$ cat config.mk
export PLATFORM = sky130hd
export DESIGN_NAME = register_file_mp
export DESIGN_NICKNAME = d
export VERILOG_FILES = /design/src/rtl/rf_pkg.sv /design/src/rtl/rf_scoreboard.sv /design/src/rtl/register_file_mp.sv
export SDC_FILE = /design/constraint.sdc
export NUM_CORES = 2
export LEC_CHECK = 0
export CAP_MARGIN = 20
export CORE_MARGIN = 4
export CORE_UTILIZATION = 26
export DETAILED_ROUTE_END_ITERATION = 8
export DONT_BUFFER_PORTS = 1
export MAX_ROUTING_LAYER = met4
export PLACE_DENSITY = 0.48
export REMOVE_ABC_BUFFERS = 1
export SYNTH_ARGS = -nofsm -noshare
export SYNTH_HDL_FRONTEND = slang
export SYNTH_SLANG_ARGS = --single-unit
$ cat constraint.sdc
create_clock -name clk -period 4.3 [get_ports clk]
set_input_delay 1.075 -clock clk [delete_from_list [all_inputs] [get_ports clk]]
set_output_delay 1.075 -clock clk [all_outputs]
set_load 0.1 [all_outputs]
$ cat src/rtl/rf_pkg.sv
// Shared constants for the multi-port integer register file and its scoreboard.
package rf_pkg;

    localparam int DEFAULT_XLEN  = 32;
    localparam int DEFAULT_DEPTH = 32;
    localparam int REG_ADDR_W    = $clog2(DEFAULT_DEPTH);
    localparam int ZERO_REG      = 0;

endpackage : rf_pkg

$ cat src/rtl/rf_scoreboard.sv
// Per-register pending bits: set on issue, cleared on writeback, wiped on flush.
// Also performs the rd_busy lookup for every read port.
module rf_scoreboard
    import rf_pkg::*;
#(
    parameter int REG_FILE_DEPTH = DEFAULT_DEPTH,
    parameter int ADDR_W         = $clog2(REG_FILE_DEPTH),
    parameter int NUM_RD         = 2,
    parameter int NUM_WR         = 1,
    parameter int BYPASS         = 1
) (
    input  logic                     clk,
    input  logic                     reset_n,
    input  logic                     flush,
    input  logic                     issue_en,
    input  logic [ADDR_W-1:0]        issue_addr,
    input  logic [NUM_WR-1:0]        wr_valid,
    input  logic [NUM_WR*ADDR_W-1:0] wr_addr,
    input  logic [NUM_RD*ADDR_W-1:0] rd_addr,
    output logic [NUM_RD-1:0]        rd_busy
);

    logic [REG_FILE_DEPTH-1:0] pending;
    logic [REG_FILE_DEPTH-1:0] set_vec;
    logic [REG_FILE_DEPTH-1:0] clr_vec;

    // wr_valid already excludes x0 and out-of-range targets.
    always_comb begin
        set_vec = '0;
        clr_vec = '0;
        if (issue_en && issue_addr != ADDR_W'(ZERO_REG) && int'(issue_addr) < REG_FILE_DEPTH)
            set_vec[issue_addr] = 1'b1;
        for (int k = 0; k < NUM_WR; k++) begin
            if (wr_valid[k])
                clr_vec[wr_addr[k*ADDR_W +: ADDR_W]] = 1'b1;
        end
    end

    // Set is OR-ed in after the clear so a new producer supersedes the retiring one.
    always_ff @(posedge clk or negedge reset_n) begin
        if (!reset_n)
            pending <= '0;
        else if (flush)
            pending <= '0;
        else
            pending <= (pending & ~clr_vec) | set_vec;
    end

    always_comb begin
        rd_busy = '0;
        for (int i = 0; i < NUM_RD; i++) begin
            if (int'(rd_addr[i*ADDR_W +: ADDR_W]) < REG_FILE_DEPTH)
                rd_busy[i] = pending[rd_addr[i*ADDR_W +: ADDR_W]]
                             && !(BYPASS != 0 && clr_vec[rd_addr[i*ADDR_W +: ADDR_W]]);
        end
    end

endmodule : rf_scoreboard

$ cat src/rtl/register_file_mp.sv
// Multi-port integer register file: NUM_RD combinational reads, NUM_WR synchronous
// writes, optional same-cycle write-to-read bypass, and a RAW-hazard scoreboard.
module register_file_mp
    import rf_pkg::*;
#(
    parameter int XLEN              = DEFAULT_XLEN,
    parameter int REG_FILE_DEPTH    = DEFAULT_DEPTH,
    parameter int REG_FILE_ADDR_LEN = $clog2(REG_FILE_DEPTH),
    parameter int NUM_RD            = 2,
    parameter int NUM_WR            = 1,
    parameter int BYPASS            = 1
) (
    input  logic                                clk,
    input  logic                                reset_n,
    input  logic [NUM_WR-1:0]                   wr_en,
    input  logic [NUM_WR*REG_FILE_ADDR_LEN-1:0] wr_addr,
    input  logic [NUM_WR*XLEN-1:0]              wr_data,
    input  logic [NUM_RD*REG_FILE_ADDR_LEN-1:0] rd_addr,
    output logic [NUM_RD*XLEN-1:0]              rd_data,
    output logic [NUM_RD-1:0]                   rd_busy,
    input  logic                                issue_en,
    input  logic [REG_FILE_ADDR_LEN-1:0]        issue_addr,
    input  logic                                flush
);

    localparam int AW = REG_FILE_ADDR_LEN;

    logic [XLEN-1:0]   regs [REG_FILE_DEPTH];
    logic [NUM_WR-1:0] wr_valid;

    always_comb begin
        wr_valid = '0;
        for (int k = 0; k < NUM_WR; k++) begin
            wr_valid[k] = wr_en[k]
                          && wr_addr[k*AW +: AW] != AW'(ZERO_REG)
                          && int'(wr_addr[k*AW +: AW]) < REG_FILE_DEPTH;
        end
    end

    // NOTE: storage is reset because software may read any register before writing it,
    // so it maps to flops rather than a RAM macro. Ports are visited in ascending order
    // and the last non-blocking assignment to an element wins, giving the higher port priority.
    always_ff @(posedge clk or negedge reset_n) begin
        if (!reset_n) begin
            for (int r = 0; r < REG_FILE_DEPTH; r++)
                regs[r] <= '0;
        end else begin
            for (int k = 0; k < NUM_WR; k++) begin
                if (wr_valid[k])
                    regs[wr_addr[k*AW +: AW]] <= wr_data[k*XLEN +: XLEN];
            end
        end
    end

    // Bypass is suppressed while in reset so every read returns 0 until release.
    always_comb begin
        rd_data = '0;
        for (int i = 0; i < NUM_RD; i++) begin
            if (rd_addr[i*AW +: AW] != AW'(ZERO_REG) && int'(rd_addr[i*AW +: AW]) < REG_FILE_DEPTH)
                rd_data[i*XLEN +: XLEN] = regs[rd_addr[i*AW +: AW]];
            if (BYPASS != 0 && reset_n) begin
                for (int k = 0; k < NUM_WR; k++) begin
                    if (wr_valid[k] && wr_addr[k*AW +: AW] == rd_addr[i*AW +: AW])
                        rd_data[i*XLEN +: XLEN] = wr_data[k*XLEN +: XLEN];
                end
            end
        end
    end

    rf_scoreboard #(
        .REG_FILE_DEPTH (REG_FILE_DEPTH),
        .ADDR_W         (AW),
        .NUM_RD         (NUM_RD),
        .NUM_WR         (NUM_WR),
        .BYPASS         (BYPASS)
    ) u_scoreboard (
        .clk        (clk),
        .reset_n    (reset_n),
        .flush      (flush),
        .issue_en   (issue_en),
        .issue_addr (issue_addr),
        .wr_valid   (wr_valid),
        .wr_addr    (wr_addr),
        .rd_addr    (rd_addr),
        .rd_busy    (rd_busy)
    );

endmodule : register_file_mp

* Yosys cells after proc, flatten, opt, wreduce, memory -nomap -nowiden
Index checks and enable logic that the tools add are counted.
Word-level totals: flip-flop bits (word level) 1056, input bits 57, output and inout bits 66
Operators by class: order comparisons 10, equality and inequality tests 2, multiplexer cells 30, bitwise logic cells 6, reduce and logical (&&, ||, !) cells 15
Operators with widths (count):
- $bwmux W1024 | 1
- $mux W32 | 14
- $bmux W32 S5 | 2
- $demux W32 S5 | 1
- $and A32 B32 Y32 | 1
- $not A32 Y32 | 1
- $or A32 B32 Y32 | 1
- $lt A5 B6 Y1 const B | 4
- $bmux W1 S5 | 4
- $reduce_bool A5 Y1 | 4
- $ge A6 B6 Y1 const B | 3
- $not A5 Y6 | 3
- $demux W1 S5 | 2
- $eq A5 B5 Y1 | 2
- $ge A5 B1 Y1 const B | 2
- $logic_and A1 B1 Y1 | 9
- $lt A6 B1 Y1 const B | 1
- $mux W1 | 6
- $logic_not A1 Y1 | 2

* Logic depth before layout (Yosys ltp)
word-level depth 9, depth in mapped cells 10, mapped depth without buffers 5

* Modules after synthesis
Synthesis repeated with hierarchy kept, for this count alone.
Second synthesis, totals: cells, all modules 4277, area total of the unflattened synthesis 58299.7 µm²
Modules (own cells, without submodules):
- register_file_mp | times used 1, cells each 4058, area an instance 56171.4 µm², seq. area each 25624.6 µm²
- rf_scoreboard | times used 1, cells each 219, area an instance 2128.3 µm², seq. area each 800.8 µm²

* Worst setup path before layout
OpenSTA, ideal clock, no wires.
kind input port to output port, start point input rd_addr[1], end point output rd_data[16], data arrival time 4553 ps, required time 3225 ps, path slack -1328 ps, cell stages on the path 9, path through buf_4 -> buf_4 -> buf_2 -> clkbuf_1 -> mux4_2 -> nand2_1 -> nand2_1 -> a21oi_1 -> o31ai_1
Between the ends: longest elaborated chain between the ends 7
Ends and longest elaborated chain:
- start: declaration | line register_file_mp.sv:18 | input logic [NUM_RD*REG_FILE_ADDR_LEN-1:0] rd_addr,
- $not A5 Y6 (not written as such) | line register_file_mp.sv:60 | rd_data[i*XLEN +: XLEN] = regs[rd_addr[i*AW +: AW]];
- $bmux W32 S5 | line register_file_mp.sv:60
- $mux W32 (not written as such) (2 in a row) | line register_file_mp.sv:60
- $mux W32 | line register_file_mp.sv:59 | if (rd_addr[i*AW +: AW] != AW'(ZERO_REG) && int'(rd_addr[i*AW +: AW]) < REG_FILE_DEPTH)
- $mux W32 | line register_file_mp.sv:63 | if (wr_valid[k] && wr_addr[k*AW +: AW] == rd_addr[i*AW +: AW])
- $mux W32 * | line register_file_mp.sv:61 | if (BYPASS != 0 && reset_n) begin
- end: declaration | line register_file_mp.sv:19 | output logic [NUM_RD*XLEN-1:0] rd_data,
Mark *: on every way between the ends. The rest lies on a longest branch, timed or not. The select of a mux whose other input is x is not followed.

* Worst setup path after layout
start point input rd_addr[5], end point output rd_data[59]
The elaborated chain is that of the path after synthesis.

==> impl_metrics.yaml <==
grt:
  total_track_usage: 0.1883
  first_pass_grt_wire_length_um: 303200
  overflow: 0
  antenna_violations_before_repair: 5
  via_count_of_the_first_global_routing_pass: 38510
  grt_start_max_net_pins: 284
synthesis:
  fraction_of_registers_with_async_set_or_reset_after_synthesis: 1.000
  post_synth_inst_count: 4018
  synthAdderAreaFrac: 0
  yosys_most_used_dff: "sky130_fd_sc_hd__dfrtp_1"
  synth-xor-area-share: 0.001531
  synth-compound-area-share: 0.05772
  post_synth_mux_area_share: 0.4052
  number_of_distinct_library_cells_after_synthesis: 67
  synthSimpleGateAreaFrac: 0.03356
  number_of_flops_mapped_to_enable_cells_by_yosys: 0
  syn-mean-instance-area_um2: 14.24
  syn-cell-area_um2: 57220
  sequential_share_of_the_synthesized_area: 0.4618
  main_combinational_cell_family_by_area_after_synthesis: "multiplexers"
  yosysWarningCount: 0
  postSynthRegisterBits: 1056
floorplan:
  die_area_um2: 227700
  placementRows: 171
  floorplan.die.height_um: 477.1
  core-area_um2: 218000
  floorplan.io_pins: 123
  floorplan.die.width_um: 477.1
  floorplan.initialDensity: 0.2625
power:
  intPower_w: 0.02215
  power.share.clock: 0.358
  comb_power_share: 0.216
  switching_share: 0.2787
  total_leakage_power_nw: 28.27
  switchingPower_w: 0.008557
  cellPowerDensity_nw_per_um2: 456.4
  share_seq_of_total_power: 0.426
  vdd_ir_drop_max_mv: 0.3322
critical_path:
  critPathRequiredTime_ps: 3220
  timing.critical_path.to_type: "output pin"
  worst_case_register_to_register_setup_slack_ps: 3460
  worstPathMaxFanout: 283
  critPathLaunchType: "input port"
  critPathKind: "in -> out"
  arrival_ps: 4320
detailed_routing:
  postRouteWirelength_um: 212900
  first_pass_iters: 5
  route.detailed.wl_per_inst_um: 30.78
  antenna_violating_nets_post_route: 0
  remaining_drc_errors: 0
  detailroute.via_count: 37900
  detail_route.vias_per_cell: 5.479
  detail_route.iter0.violations: 3496
layout:
  syn2layout_area_growth_pct: 17.59
  drive_gt1_frac: 0.5009
  nNetsFinal: 4016
  fin_util: 0.3086
  final.fill_count: 21570
timing:
  worst-slew-pin-transition_ps: 2135
  fin_crit_sh: 1.254
  final-hold-violation-count: 0
  final_max_slew_viol_count: 183
  final-setup-viol-count: 66
  setup_repair_after_global_routing_missed_its_margin: "yes"
  finalWorstPathRequiredPeriod_ps: 5392
  fin_hold_ws_ps: 258.4
  slew-limit-headroom: -0.4234
  timing.clock.skew_ps: 0
  final_critical_path_setup_slack_ps: -1092
  fmax_ghz: 0.1855
flow_run:
  max_cap_viol_count: 0
clock_network:
  clkSlewWorstSetupHoldPaths_ps: 60
  clock_tree.htree_level_count: 3
  cts_made_buffers: 117
  cts_max_path_buffers: 3
  cts_tree: "done"
  cts_root_buffer: "sky130_fd_sc_hd__clkbuf_16"
  insertion_delay_to_the_later_sink_of_the_worst_skew_pair_ps: 740
  tritoncts_num_sinks: 1056
placement:
  globalplace.congestion: 0.7920
  number_of_input_and_output_port_buffers_inserted: 0
  hpwl_um: 120100
min_path:
  min-delay-path-class: "in -> async"
outcome:
  violations: "slew limit, setup timing"
  outcome: "complete, but fails checks"
[path summary, 6_finish.rpt]
kind / startpoint / to / cells past startpoint
setup / recovery: rd_addr[5] / rd_data[59] / 7
hold / removal: reset_n / regs[317] / 1
setup reg to reg: u_scoreboard.pending[28] / u_scoreboard.pending[28] / 3
hold reg to reg: regs[1006] / regs[1006] / 0
max in group asynchronous: reset_n / regs[575] / 3
min in group clk: flush / u_scoreboard.pending[3] / 1
[cells by family after synthesis]
kind of cell	count (synthesis)
simple gates	410
xor+xnor	10
flops	1056
compound gates	463
buf+inv	460
mux	1619
[layer usage]
metal,part of all wire,track usage,up-vias
met1,0.46,0.2637,20870
met3,0.061,0.03181,272
met5,0,-,-
met4,0.023,0.03847,0
li1,-,-,15440
met2,0.46,0.2880,1318
[area by class of cell]
type / instances / area, µm² / share of cell area
Tap cell: 2854 / 3571 / 0.05307
Multi-Input combinational cell: 2502 / 29410 / 0.4370
Inverter: 10 / 38.79 / 0.0005764
Clock inverter: 44 / 675.6 / 0.01004
Timing Repair Buffer: 272 / 3666 / 0.05448
Antenna cell: 3 / 7.507 / 0.0001116
Clock buffer: 175 / 3498 / 0.05199
Sequential cell: 1056 / 26430 / 0.3927
[flip-flops by register name, indices dropped and copies added, names as in the netlist]
register,count
u_scoreboard.pending,32
regs,1024
[cell usage after synthesis, types with 5 or more instances]
cell type	count	area, µm²
sky130_fd_sc_hd__a211o_1	6	52.55
sky130_fd_sc_hd__a211oi_1	27	202.7
sky130_fd_sc_hd__mux4_1	21	551.8
sky130_fd_sc_hd__mux2_2	973	10960
sky130_fd_sc_hd__nand2_1	155	581.8
sky130_fd_sc_hd__mux4_2	431	9707
sky130_fd_sc_hd__o21ai_0	78	390.4
sky130_fd_sc_hd__and2_1	9	56.30
sky130_fd_sc_hd__mux2i_1	192	1922
sky130_fd_sc_hd__buf_4	22	165.2
sky130_fd_sc_hd__or3_1	6	37.54
sky130_fd_sc_hd__o31ai_1	6	45.04
sky130_fd_sc_hd__nand3_1	36	180.2
sky130_fd_sc_hd__o22ai_1	67	419.2
sky130_fd_sc_hd__inv_1	8	30.03
sky130_fd_sc_hd__nor2b_1	29	181.4
sky130_fd_sc_hd__nor3_1	24	120.1
sky130_fd_sc_hd__dfrtp_1	1056	26430
sky130_fd_sc_hd__a22oi_1	85	638.1
sky130_fd_sc_hd__xor2_1	7	61.31
sky130_fd_sc_hd__buf_8	5	75.07
sky130_fd_sc_hd__a21oi_1	35	175.2
sky130_fd_sc_hd__a221oi_1	31	271.5
sky130_fd_sc_hd__buf_2	127	635.6
sky130_fd_sc_hd__a32o_1	46	460.4
sky130_fd_sc_hd__nor2_1	91	341.6
sky130_fd_sc_hd__a32oi_1	7	61.31
sky130_fd_sc_hd__a221o_1	14	140.1
sky130_fd_sc_hd__o221ai_1	6	52.55
sky130_fd_sc_hd__buf_12	5	100.1
sky130_fd_sc_hd__buf_6	25	281.5
sky130_fd_sc_hd__o211ai_1	18	135.1
sky130_fd_sc_hd__a31oi_1	26	162.7
sky130_fd_sc_hd__nand4_1	7	43.79
sky130_fd_sc_hd__nor4_1	7	43.79
sky130_fd_sc_hd__clkbuf_1	253	949.7
sky130_fd_sc_hd__buf_1	11	41.29
sky130_fd_sc_hd__or4_1	5	37.54
sky130_fd_sc_hd__nand2b_1	22	137.6
[what timing repair did]
item,CTS,global route
endpoints found under the setup margin,65,65
gates resized for setup,11,109
setup buffers,3,2
hold buffers,1,0
endpoints found under the hold margin,3,0
cloned,5,1
pin swaps,1,50
[power groups by stage]
| stage | Clock (W) | Combinational (W) | Sequential (W) |
|---|---|---|---|
| finish | 0.0110 | 0.00664 | 0.0131 |
| floorplan | 0 | 0.00476 | 0.0128 |
| global route | 0.0116 | 0.00705 | 0.0133 |
| global placement | 0 | 0.00642 | 0.0131 |
| CTS | 0.0112 | 0.00656 | 0.0130 |
| detailed placement | 0 | 0.00650 | 0.0132 |
[layout by cell type, fill, tap and decap left out, types with 10 or more instances in the layout]
master and count:
sky130_fd_sc_hd__nor2_4 17, sky130_fd_sc_hd__buf_4 147, sky130_fd_sc_hd__clkbuf_8 31, sky130_fd_sc_hd__a21oi_1 33
sky130_fd_sc_hd__buf_12 109, sky130_fd_sc_hd__a221oi_1 20, sky130_fd_sc_hd__nor3_1 15, sky130_fd_sc_hd__o22ai_1 64
sky130_fd_sc_hd__mux2_2 973, sky130_fd_sc_hd__mux2i_1 189, sky130_fd_sc_hd__a32o_2 19, sky130_fd_sc_hd__a221o_1 14
sky130_fd_sc_hd__o211ai_1 18, sky130_fd_sc_hd__o21ai_0 74, sky130_fd_sc_hd__mux4_1 20, sky130_fd_sc_hd__a32o_1 27
sky130_fd_sc_hd__a22oi_2 12, sky130_fd_sc_hd__nor2b_1 17, sky130_fd_sc_hd__clkbuf_1 25, sky130_fd_sc_hd__nor2_1 71
sky130_fd_sc_hd__a22oi_1 73, sky130_fd_sc_hd__a211oi_1 19, sky130_fd_sc_hd__mux4_2 432, sky130_fd_sc_hd__nand2_4 13
sky130_fd_sc_hd__a31oi_1 22, sky130_fd_sc_hd__nand2_1 141, sky130_fd_sc_hd__bufinv_16 15, sky130_fd_sc_hd__nand3_1 27
sky130_fd_sc_hd__clkbuf_16 120, sky130_fd_sc_hd__nand2b_1 20, sky130_fd_sc_hd__nor2b_4 10, sky130_fd_sc_hd__dfrtp_1 1056
sky130_fd_sc_hd__clkinv_2 22
[critical path, cell delays in order]
cell and delay, ps:
sky130_fd_sc_hd__mux4_2 1190, sky130_fd_sc_hd__mux2i_2 220, sky130_fd_sc_hd__and3_1 220, sky130_fd_sc_hd__a31oi_1 50
sky130_fd_sc_hd__buf_4 160, sky130_fd_sc_hd__a32o_2 260, sky130_fd_sc_hd__buf_12 170
[through the flow]
step           total power, W  TNS (ps)  worst slack [ps]  std cells  cell area (µm²)
4_1_cts               0.03083         0             2.882       6912            66760
6_report              0.03071    -30990             -1092       6916            67290
5_1_grt               0.03197    -18650            -730.7       6915            67290
3_5_place_dp          0.01972    -80380             -1348       6684            62350
3_3_place_gp          0.01955    -78350             -1312       6684            62350
2_1_floorplan         0.01752    -50010             -1444       3568            54960
Note: power is estimated with default switching activity, not from simulation.
